`src/rtl/counter_cmd_sequencer_if.sv`:
```
// rtl/counter_cmd_sequencer_if.sv - command valid/ready bundle feeding the counter command sequencer
interface counter_cmd_sequencer_if #(
  parameter int N     = 8,
  parameter int REP_W = 8
) ();
  logic             cmd_valid;
  logic             cmd_ready;
  logic [1:0]       cmd_op;
  logic [N-1:0]     cmd_data;
  logic [REP_W-1:0] cmd_rep;

  modport master (
    output cmd_valid,
    output cmd_op,
    output cmd_data,
    output cmd_rep,
    input  cmd_ready
  );

  modport slave (
    input  cmd_valid,
    input  cmd_op,
    input  cmd_data,
    input  cmd_rep,
    output cmd_ready
  );
endinterface

```
`src/rtl/counter_cmd_sequencer.sv`:
```
// rtl/counter_cmd_sequencer.sv - queues counter commands and expands each into repeated control cycles
// Optional completed-command counter on stat_cmds is built only when CMD_SEQ_STATS_EN is defined.
module counter_cmd_sequencer #(
  parameter int N          = 8,
  parameter int REP_W      = 8,
  parameter int FIFO_DEPTH = 4
) (
  input  logic                          clk,
  input  logic                          rst_n,
  input  logic                          abort,
  counter_cmd_sequencer_if.slave        cmd,
  output logic [1:0]                    control,
  output logic [N-1:0]                  parallel_in,
  output logic                          busy,
  output logic                          cmd_done,
  output logic [$clog2(FIFO_DEPTH):0]   fifo_level,
  output logic [15:0]                   stat_cmds
);

  localparam int PTR_W = $clog2(FIFO_DEPTH);
  localparam int LVL_W = PTR_W + 1;
  localparam int ENT_W = 2 + N + REP_W;

  localparam logic [1:0] OP_HOLD = 2'b00;
  localparam logic [1:0] OP_LOAD = 2'b11;

  localparam logic [0:0] ST_IDLE = 1'b0;
  localparam logic [0:0] ST_RUN  = 1'b1;

  logic [ENT_W-1:0] mem [FIFO_DEPTH];
  logic [PTR_W-1:0] wr_ptr;
  logic [PTR_W-1:0] rd_ptr;
  logic [LVL_W-1:0] level;

  logic [0:0]       state;
  logic [1:0]       cur_op;
  logic [REP_W-1:0] remaining;

  logic             full;
  logic             empty;
  logic             push;
  logic             pop;
  logic             is_last;
  logic [1:0]       head_op;
  logic [N-1:0]     head_data;
  logic [REP_W-1:0] head_rep;

  assign full  = (level == LVL_W'(FIFO_DEPTH));
  assign empty = (level == '0);

  assign cmd.cmd_ready = !full;
  assign fifo_level    = level;

  // A command offered on an abort edge is discarded along with the queue.
  assign push = cmd.cmd_valid && !full && !abort;

  // Load is always a single cycle; other ops finish when the count reaches zero.
  assign is_last = (cur_op == OP_LOAD) || (remaining == '0);

  // The pop decision uses the registered level, so an entry pushed this edge
  // is never popped on the same edge.
  assign pop = !abort && !empty && ((state == ST_IDLE) || is_last);

  assign {head_op, head_data, head_rep} = mem[rd_ptr];

  always_ff @(posedge clk) begin
    if (push) begin
      mem[wr_ptr] <= {cmd.cmd_op, cmd.cmd_data, cmd.cmd_rep};
    end
  end

  always_ff @(posedge clk or negedge rst_n) begin
    if (!rst_n) begin
      wr_ptr <= '0;
      rd_ptr <= '0;
      level  <= '0;
    end else if (abort) begin
      wr_ptr <= '0;
      rd_ptr <= '0;
      level  <= '0;
    end else begin
      if (push) begin
        wr_ptr <= wr_ptr + PTR_W'(1);
      end
      if (pop) begin
        rd_ptr <= rd_ptr + PTR_W'(1);
      end
      case ({push, pop})
        2'b10:   level <= level + LVL_W'(1);
        2'b01:   level <= level - LVL_W'(1);
        default: level <= level;
      endcase
    end
  end

  always_ff @(posedge clk or negedge rst_n) begin
    if (!rst_n) begin
      state       <= ST_IDLE;
      cur_op      <= OP_HOLD;
      remaining   <= '0;
      control     <= OP_HOLD;
      parallel_in <= '0;
      busy        <= 1'b0;
      cmd_done    <= 1'b0;
    end else if (abort) begin
      state    <= ST_IDLE;
      control  <= OP_HOLD;
      busy     <= 1'b0;
      cmd_done <= 1'b0;
    end else if (pop) begin
      // Chaining straight from the last cycle of the previous command keeps
      // back-to-back commands gap-free.
      state     <= ST_RUN;
      cur_op    <= head_op;
      remaining <= head_rep;
      control   <= head_op;
      busy      <= 1'b1;
      cmd_done  <= (head_op == OP_LOAD) || (head_rep == '0);
      if (head_op == OP_LOAD) begin
        parallel_in <= head_data;
      end
    end else if (state == ST_RUN) begin
      if (is_last) begin
        state    <= ST_IDLE;
        control  <= OP_HOLD;
        busy     <= 1'b0;
        cmd_done <= 1'b0;
      end else begin
        remaining <= remaining - REP_W'(1);
        cmd_done  <= (remaining == REP_W'(1));
      end
    end
  end

`ifdef CMD_SEQ_STATS_EN
  logic [15:0] stat_q;

  always_ff @(posedge clk or negedge rst_n) begin
    if (!rst_n) begin
      stat_q <= '0;
    end else if (cmd_done && (stat_q != 16'hFFFF)) begin
      stat_q <= stat_q + 16'd1;
    end
  end

  assign stat_cmds = stat_q;
`else
  assign stat_cmds = '0;
`endif

endmodule

```
`src/flat_wrapper.sv`:
```
// flat-port wrapper written by rule: the top's interface ports become plain ports
module counter_cmd_sequencer_flat 
#(
  parameter int N          = 8,
  parameter int REP_W      = 8,
  parameter int FIFO_DEPTH = 4
)
  (clk, rst_n, abort, control, parallel_in, busy, cmd_done, fifo_level, stat_cmds, cmd_cmd_valid, cmd_cmd_op, cmd_cmd_data, cmd_cmd_rep, cmd_cmd_ready);
  counter_cmd_sequencer_if #(.N(N), .REP_W(REP_W)) cmd_i ();
  input  logic clk;
  input  logic rst_n;
  input  logic abort;
  output logic [1:0] control;
  output logic [N-1:0] parallel_in;
  output logic busy;
  output logic cmd_done;
  output logic [$clog2(FIFO_DEPTH):0] fifo_level;
  output logic [15:0] stat_cmds;
  input wire logic [$bits(cmd_i.cmd_valid)-1:0] cmd_cmd_valid;
  input wire logic [$bits(cmd_i.cmd_op)-1:0] cmd_cmd_op;
  input wire logic [$bits(cmd_i.cmd_data)-1:0] cmd_cmd_data;
  input wire logic [$bits(cmd_i.cmd_rep)-1:0] cmd_cmd_rep;
  output wire logic [$bits(cmd_i.cmd_ready)-1:0] cmd_cmd_ready;
  assign cmd_i.cmd_valid = cmd_cmd_valid;
  assign cmd_i.cmd_op = cmd_cmd_op;
  assign cmd_i.cmd_data = cmd_cmd_data;
  assign cmd_i.cmd_rep = cmd_cmd_rep;
  assign cmd_cmd_ready = cmd_i.cmd_ready;
  counter_cmd_sequencer #(.N(N), .REP_W(REP_W), .FIFO_DEPTH(FIFO_DEPTH)) u_core (.clk(clk), .rst_n(rst_n), .abort(abort), .cmd(cmd_i), .control(control), .parallel_in(parallel_in), .busy(busy), .cmd_done(cmd_done), .fifo_level(fifo_level), .stat_cmds(stat_cmds));
endmodule
```
`config.mk`:
```
export PLATFORM = sky130hd
export DESIGN_NAME = counter_cmd_sequencer_flat
export DESIGN_NICKNAME = d
export VERILOG_FILES = /design/src/rtl/counter_cmd_sequencer_if.sv /design/src/rtl/counter_cmd_sequencer.sv /design/src/flat_wrapper.sv
export SDC_FILE = /design/constraint.sdc
export NUM_CORES = 1
export LEC_CHECK = 0
export ABC_AREA = 0
export ABC_CLOCK_PERIOD_IN_PS = 2700
export CAP_MARGIN = 20
export CELL_PAD_IN_SITES_DETAIL_PLACEMENT = 1
export CELL_PAD_IN_SITES_GLOBAL_PLACEMENT = 1
export CORE_MARGIN = 4
export CORE_UTILIZATION = 42
export DETAILED_ROUTE_END_ITERATION = 10
export GPL_TIMING_DRIVEN = 0
export PLACE_DENSITY_LB_ADDON = 0.1
export SYNTH_ARGS = -nofsm -noshare
export SYNTH_HDL_FRONTEND = slang
export SYNTH_SLANG_ARGS = --single-unit
```
`constraint.sdc`:
```
create_clock -name clk -period 2.7 [get_ports clk]
set_clock_uncertainty 0.05 [all_clocks]
set_input_delay 0.81 -clock clk [delete_from_list [all_inputs] [get_ports clk]]
set_output_delay 0.81 -clock clk [all_outputs]
set_load 0.005 [all_outputs]
```
### Word-level counts from Yosys, hierarchy flattened

Memories as Yosys holds them, arrays and structs flattened.
Index checks and enable logic that the tools add are counted.

* reduce and logical (&&, ||, !) cells: 23
* $add $sub $neg: 5
* bitwise operators: 2
* multiplexer cells: 27
* eq/ne operators: 7

Operator list (number)
* $mux W8: 3
* $logic_not A8 Y1: 2
* $mux W2: 8
* $mux W1: 14
* $reduce_bool A3 Y1: 3
* $eq A8 B1 Y1 const B: 1
* $sub A8 B1 Y8 const B: 1
* $eq A2 B2 Y1 const B: 3
* $pmux W3 S2: 1
* $reduce_and A3 Y1: 2
* $reduce_bool A2 Y1: 3
* $add A2 B1 Y2 const B: 2
* $logic_and A1 B1 Y1: 4
* $reduce_and A2 Y1: 2
* $add A3 B1 Y3 const B: 1
* $eq A3 B3 Y1 const B: 1
* $logic_not A1 Y1: 3
* $logic_not A3 Y1: 1
* $logic_or A1 B1 Y1: 3
* $mux W3: 1
* $sub A3 B1 Y3 const B: 1
* $eq A2 B1 Y1 const B: 1
* $ne A2 B1 Y1 const B: 1
* $not A1 Y1: 2

* bits of input ports: 22
* output and inout bits: 32
* word-level logic and storage cells: 75
* memories: 1
* register bits: 30
* memory bits (writable): 72

Memories
* u_core.mem: words 4, bits a word 18, rd ports 1, clocked after memory_dff 0, wr ports 1, line counter_cmd_sequencer.sv:30 `logic [ENT_W-1:0] mem [FIFO_DEPTH];`

### Depth between registers and ports, before layout

* depth in word-level cells: 7
* mapped depth: 10
* mapped depth without buffers: 10

### Worst setup path before layout

No wires, ideal clock.

* path kind: input -> register
* start point: input abort
* end point: memory u_core.mem[0][0] (netlist bit), enable pin
* arrival: 2415 ps
* path slack: -185 ps
* cell stages on the path: 2
* path buffers: 1
* cells stage by stage: clkbuf_1 -> nor3b_1

* word-level cells in the longest chain between the ends: 4

Ends and longest elaborated chain
* start: declaration: line flat_wrapper.sv:12 `input logic abort;`
* $logic_not A1 Y1: line counter_cmd_sequencer.sv:55 `assign push = cmd.cmd_valid && !full && !abort;`
* $logic_and A1 B1 Y1: line counter_cmd_sequencer.sv:55
* $mux W1: line counter_cmd_sequencer.sv:67 `if (push) begin`
* $mux W1 (implied by the code): line counter_cmd_sequencer.sv:68 `mem[wr_ptr] <= {cmd.cmd_op, cmd.cmd_data, cmd.cmd_rep};`
* end: declaration: line counter_cmd_sequencer.sv:30

No other way between the ends.

### Worst setup path in the final report

* start point: input cmd_cmd_valid
* end point: memory u_core.mem[3][4] (netlist bit), enable pin

* word-level cells in the longest chain between the ends: 4

Ends and longest elaborated chain
* start: declaration: line flat_wrapper.sv:19 `input wire logic [$bits(cmd_i.cmd_valid)-1:0] cmd_cmd_valid;`
* $logic_and A1 B1 Y1 (2 in series): line counter_cmd_sequencer.sv:55
* $mux W1: line counter_cmd_sequencer.sv:67
* $mux W1 (implied by the code): line counter_cmd_sequencer.sv:68

No other way between the ends.

==> flow_summary.ini <==
[layout]
drive_above_1_share_pct = 24.79
fin_cells = 491
seq_area_um2 = 2917
stdcell_area_um2 = 5415
fill_cells = 1024
multi_input_area_um2 = 1471
area_delta_synth_final_pct = 21.64
antennaDiodeCount = 0
finalNetCount = 379

[setup_path]
cp_cell_sequence = clkdlybuf4s50_1 -> nand2_1 -> nor3b_4 -> buf_8
critPathArrivalTime_ns = 2.60
cp_max_fo = 10
endpoint_kind = flop
cp.required_ns = 2.75
cp-start-kind = input port
path_class = input port to flop
slowest_delay_ns = 0.64
slowest_stage = nor3b_4

[synthesis]
netlist_area_um2 = 4452
synthTopCellsByCount = 72 x edfxtp_1, 30 x dfrtp_1, 18 x nand2_1, 16 x buf_4
synth.most_common_cell = edfxtp_1
ys_async_sr_fraction_pct = 29.41
synth_top_area_cell = edfxtp_1
syn_inst = 278
ys_top_cells_by_area = edfxtp_1 49%, dfrtp_1 17%, mux4_1 5.3%
postSynthAreaPerCell_um2 = 16.01
ys_seq_area_share_pct = 65.43
synth_top_area_share_pct = 48.57
ys_warn_count = 0
ys_types = 51
synth-seq-cells = 102
synth-edff-count = 72
ys.flop_type = edfxtp_1

[place]
placed_area_um2 = 5139
port_buffers = 37
hpwl_mm = 6.450
dp.cells = 472
pre_cts_slack_ns = -0.8372
place.gp.congestion = 0.8275

[power_and_ir_drop]
powerDensity_nw_per_um2 = 888.2
leakagePower_uw = 0.002007
vdd.ir_drop.worst_uv = 443.8

[floorplanning]
dieArea_um2 = 12310
core_um2 = 10320
initial_core_util_pct = 43.12
die_h_um = 111.0
ios = 54
row_count = 37
die_x_um = 111.0

[drt]
vias = 2547
drt_iter0_drc = 91
wl_mm = 9.127
ant_nets = 0
routedWlPerCell_um = 18.59
post_drt_via_cell_ratio = 5.187
drc_errors = 0
first_pass_iters = 4

[global_route]
grt_overflow = 0
grt_first_pass_wirelength_mm = 14.97
grt_antenna_before_repair = 0
grt_max_degree = 31
grt_pass1_vias = 2694
grt_usage_pct = 16.04

[timing]
maxSlewHeadroom_pct = 48.02
period_share_pct = 94.69
max_freq_mhz = 391.2
tightest_slew_ns = 0.7797
finalWorstPathRequiredPeriod_ns = 2.557
setup_ws_ns = 0.1434
setup_viol = 0
drv_slew = 0
finalHoldViolations = 0
setup_tns_ns = 0

[clocking]
cts_buffers = 9
clkTransAtPathRegs_ns = 0.10
cts_tree = built
root_buffer = clkbuf_8
clock_latency_ns = 0.38
clockBufferDepth = 2
clock_sinks = 102
htree_levels = 3

[hold_path]
min_path_type = input port to asynchronous set/reset pin

[flow_run]
max_cap_viol_count = 0

[outcome]
status = finished, final reports clean
-- power breakdown --
group / total (uW) / switching [uW] / leakage (uW) / internal (uW)
combinational: 1680 / 815 / 0.000885 / 865
sequential: 2150 / 214 / 0.00103 / 1930
clock: 981 / 541 / 0.0000961 / 441
-- layout by cell type (no fill, tap or decap), types with 3 or more instances in the layout --
cell / count
a21oi_1: 14
a22oi_1: 3
a31oi_1: 4
buf_2: 5
buf_4: 20
buf_6: 5
clkbuf_1: 4
clkbuf_8: 9
clkdlybuf4s50_1: 35
conb_1: 16
dfrtp_1: 27
dfrtp_2: 3
edfxtp_1: 72
ha_1: 5
inv_1: 5
mux2_4: 8
mux4_1: 9
mux4_2: 9
nand2_1: 18
nand3_1: 4
nor2_1: 14
nor3_1: 3
nor3b_2: 3
o21ai_0: 7
o22ai_1: 4
xnor2_1: 3
-- worst max-delay path, delay by kind of cell --
kind	cells	cell delay [ns]
and+or+nand+nor	2	0.96
buffers and inverters	2	0.82
-- cell families (layout without fill, tap and decap cells) --
logic type               Yosys count  count (layout)  synth area share, %
flip-flops                       102             102                65.43
other                              1              16              0.08424
AO/OA/AOI/OAI                     45              45                6.520
multiplexers                      29              29                13.29
adder cells (fa/ha/maj)            7               7                2.136
AND/OR/NAND/NOR                   59              59                7.504
XOR/XNOR                           4               4               0.7871
buffers and inverters             31              93                4.244
-- flip-flops by register name (all words and copies together) (netlist names) --
signal,cells
u_core.wr_ptr,2
u_core.state,1
u_core.busy,1
u_core.control,2
u_core.rd_ptr,2
u_core.mem,72
u_core.cur_op,2
u_core.remaining,8
u_core.cmd_done,1
u_core.parallel_in,8
u_core.fifo_level,3
-- stage by stage --
step,total power [uW],hold slack (ns),utilization (%)
2_1_floorplan,3174,0.4242,-
3_3_place_gp,3717,0.4448,48.90
3_5_place_dp,3780,0.4468,49.78
4_1_cts,4813,0.4581,52.16
5_1_grt,5119,0.4804,52.45
6_report,4810,0.4457,52.45
-- layer usage --
layer	GRT usage, %	part of all wire, %	vias up
met2	27.22	51	51
met4	4.187	1.6	0
li1	-	-	1196
met1	19.92	43	1290
met5	0	0	-
met3	5.076	4.3	10
-- worst paths after layout --
| check | startpoint | to | slack (ns) | cells past startpoint |
|---|---|---|---|---|
| max | cmd_cmd_valid | u_core.mem[3][4] | 0.14 | 4 |
| min | rst_n | u_core.remaining[4] | 0.45 | 1 |
| max reg2reg | u_core.remaining[1] | u_core.fifo_level[2] | 0.15 | 10 |
| min reg2reg | u_core.parallel_in[6] | u_core.parallel_in[6] | 0.47 | 1 |
| max in group asynchronous | rst_n | u_core.fifo_level[1] | 1.60 | 1 |
| min in group clk | u_core.parallel_in[6] | u_core.parallel_in[6] | 0.47 | 1 |
-- cell type report --
class	count	area share [%]
buffer	23	2.934
inverter	7	0.5776
clock buffer	11	2.426
sequential	102	53.86
clock inverter	5	1.225
timing repair buffer	47	8.665
multi-input combinational	160	27.17
tap	136	3.142
-- what timing repair did --
item,in CTS,in global routing
endpoints found under the setup margin,21,1
endpoints found under the hold margin,0,0
setup buffers,2,2
resized for setup,12,3
pin swaps,1,4
hold buffers,0,0
No activity file was read; power rests on OpenSTA's default activity.
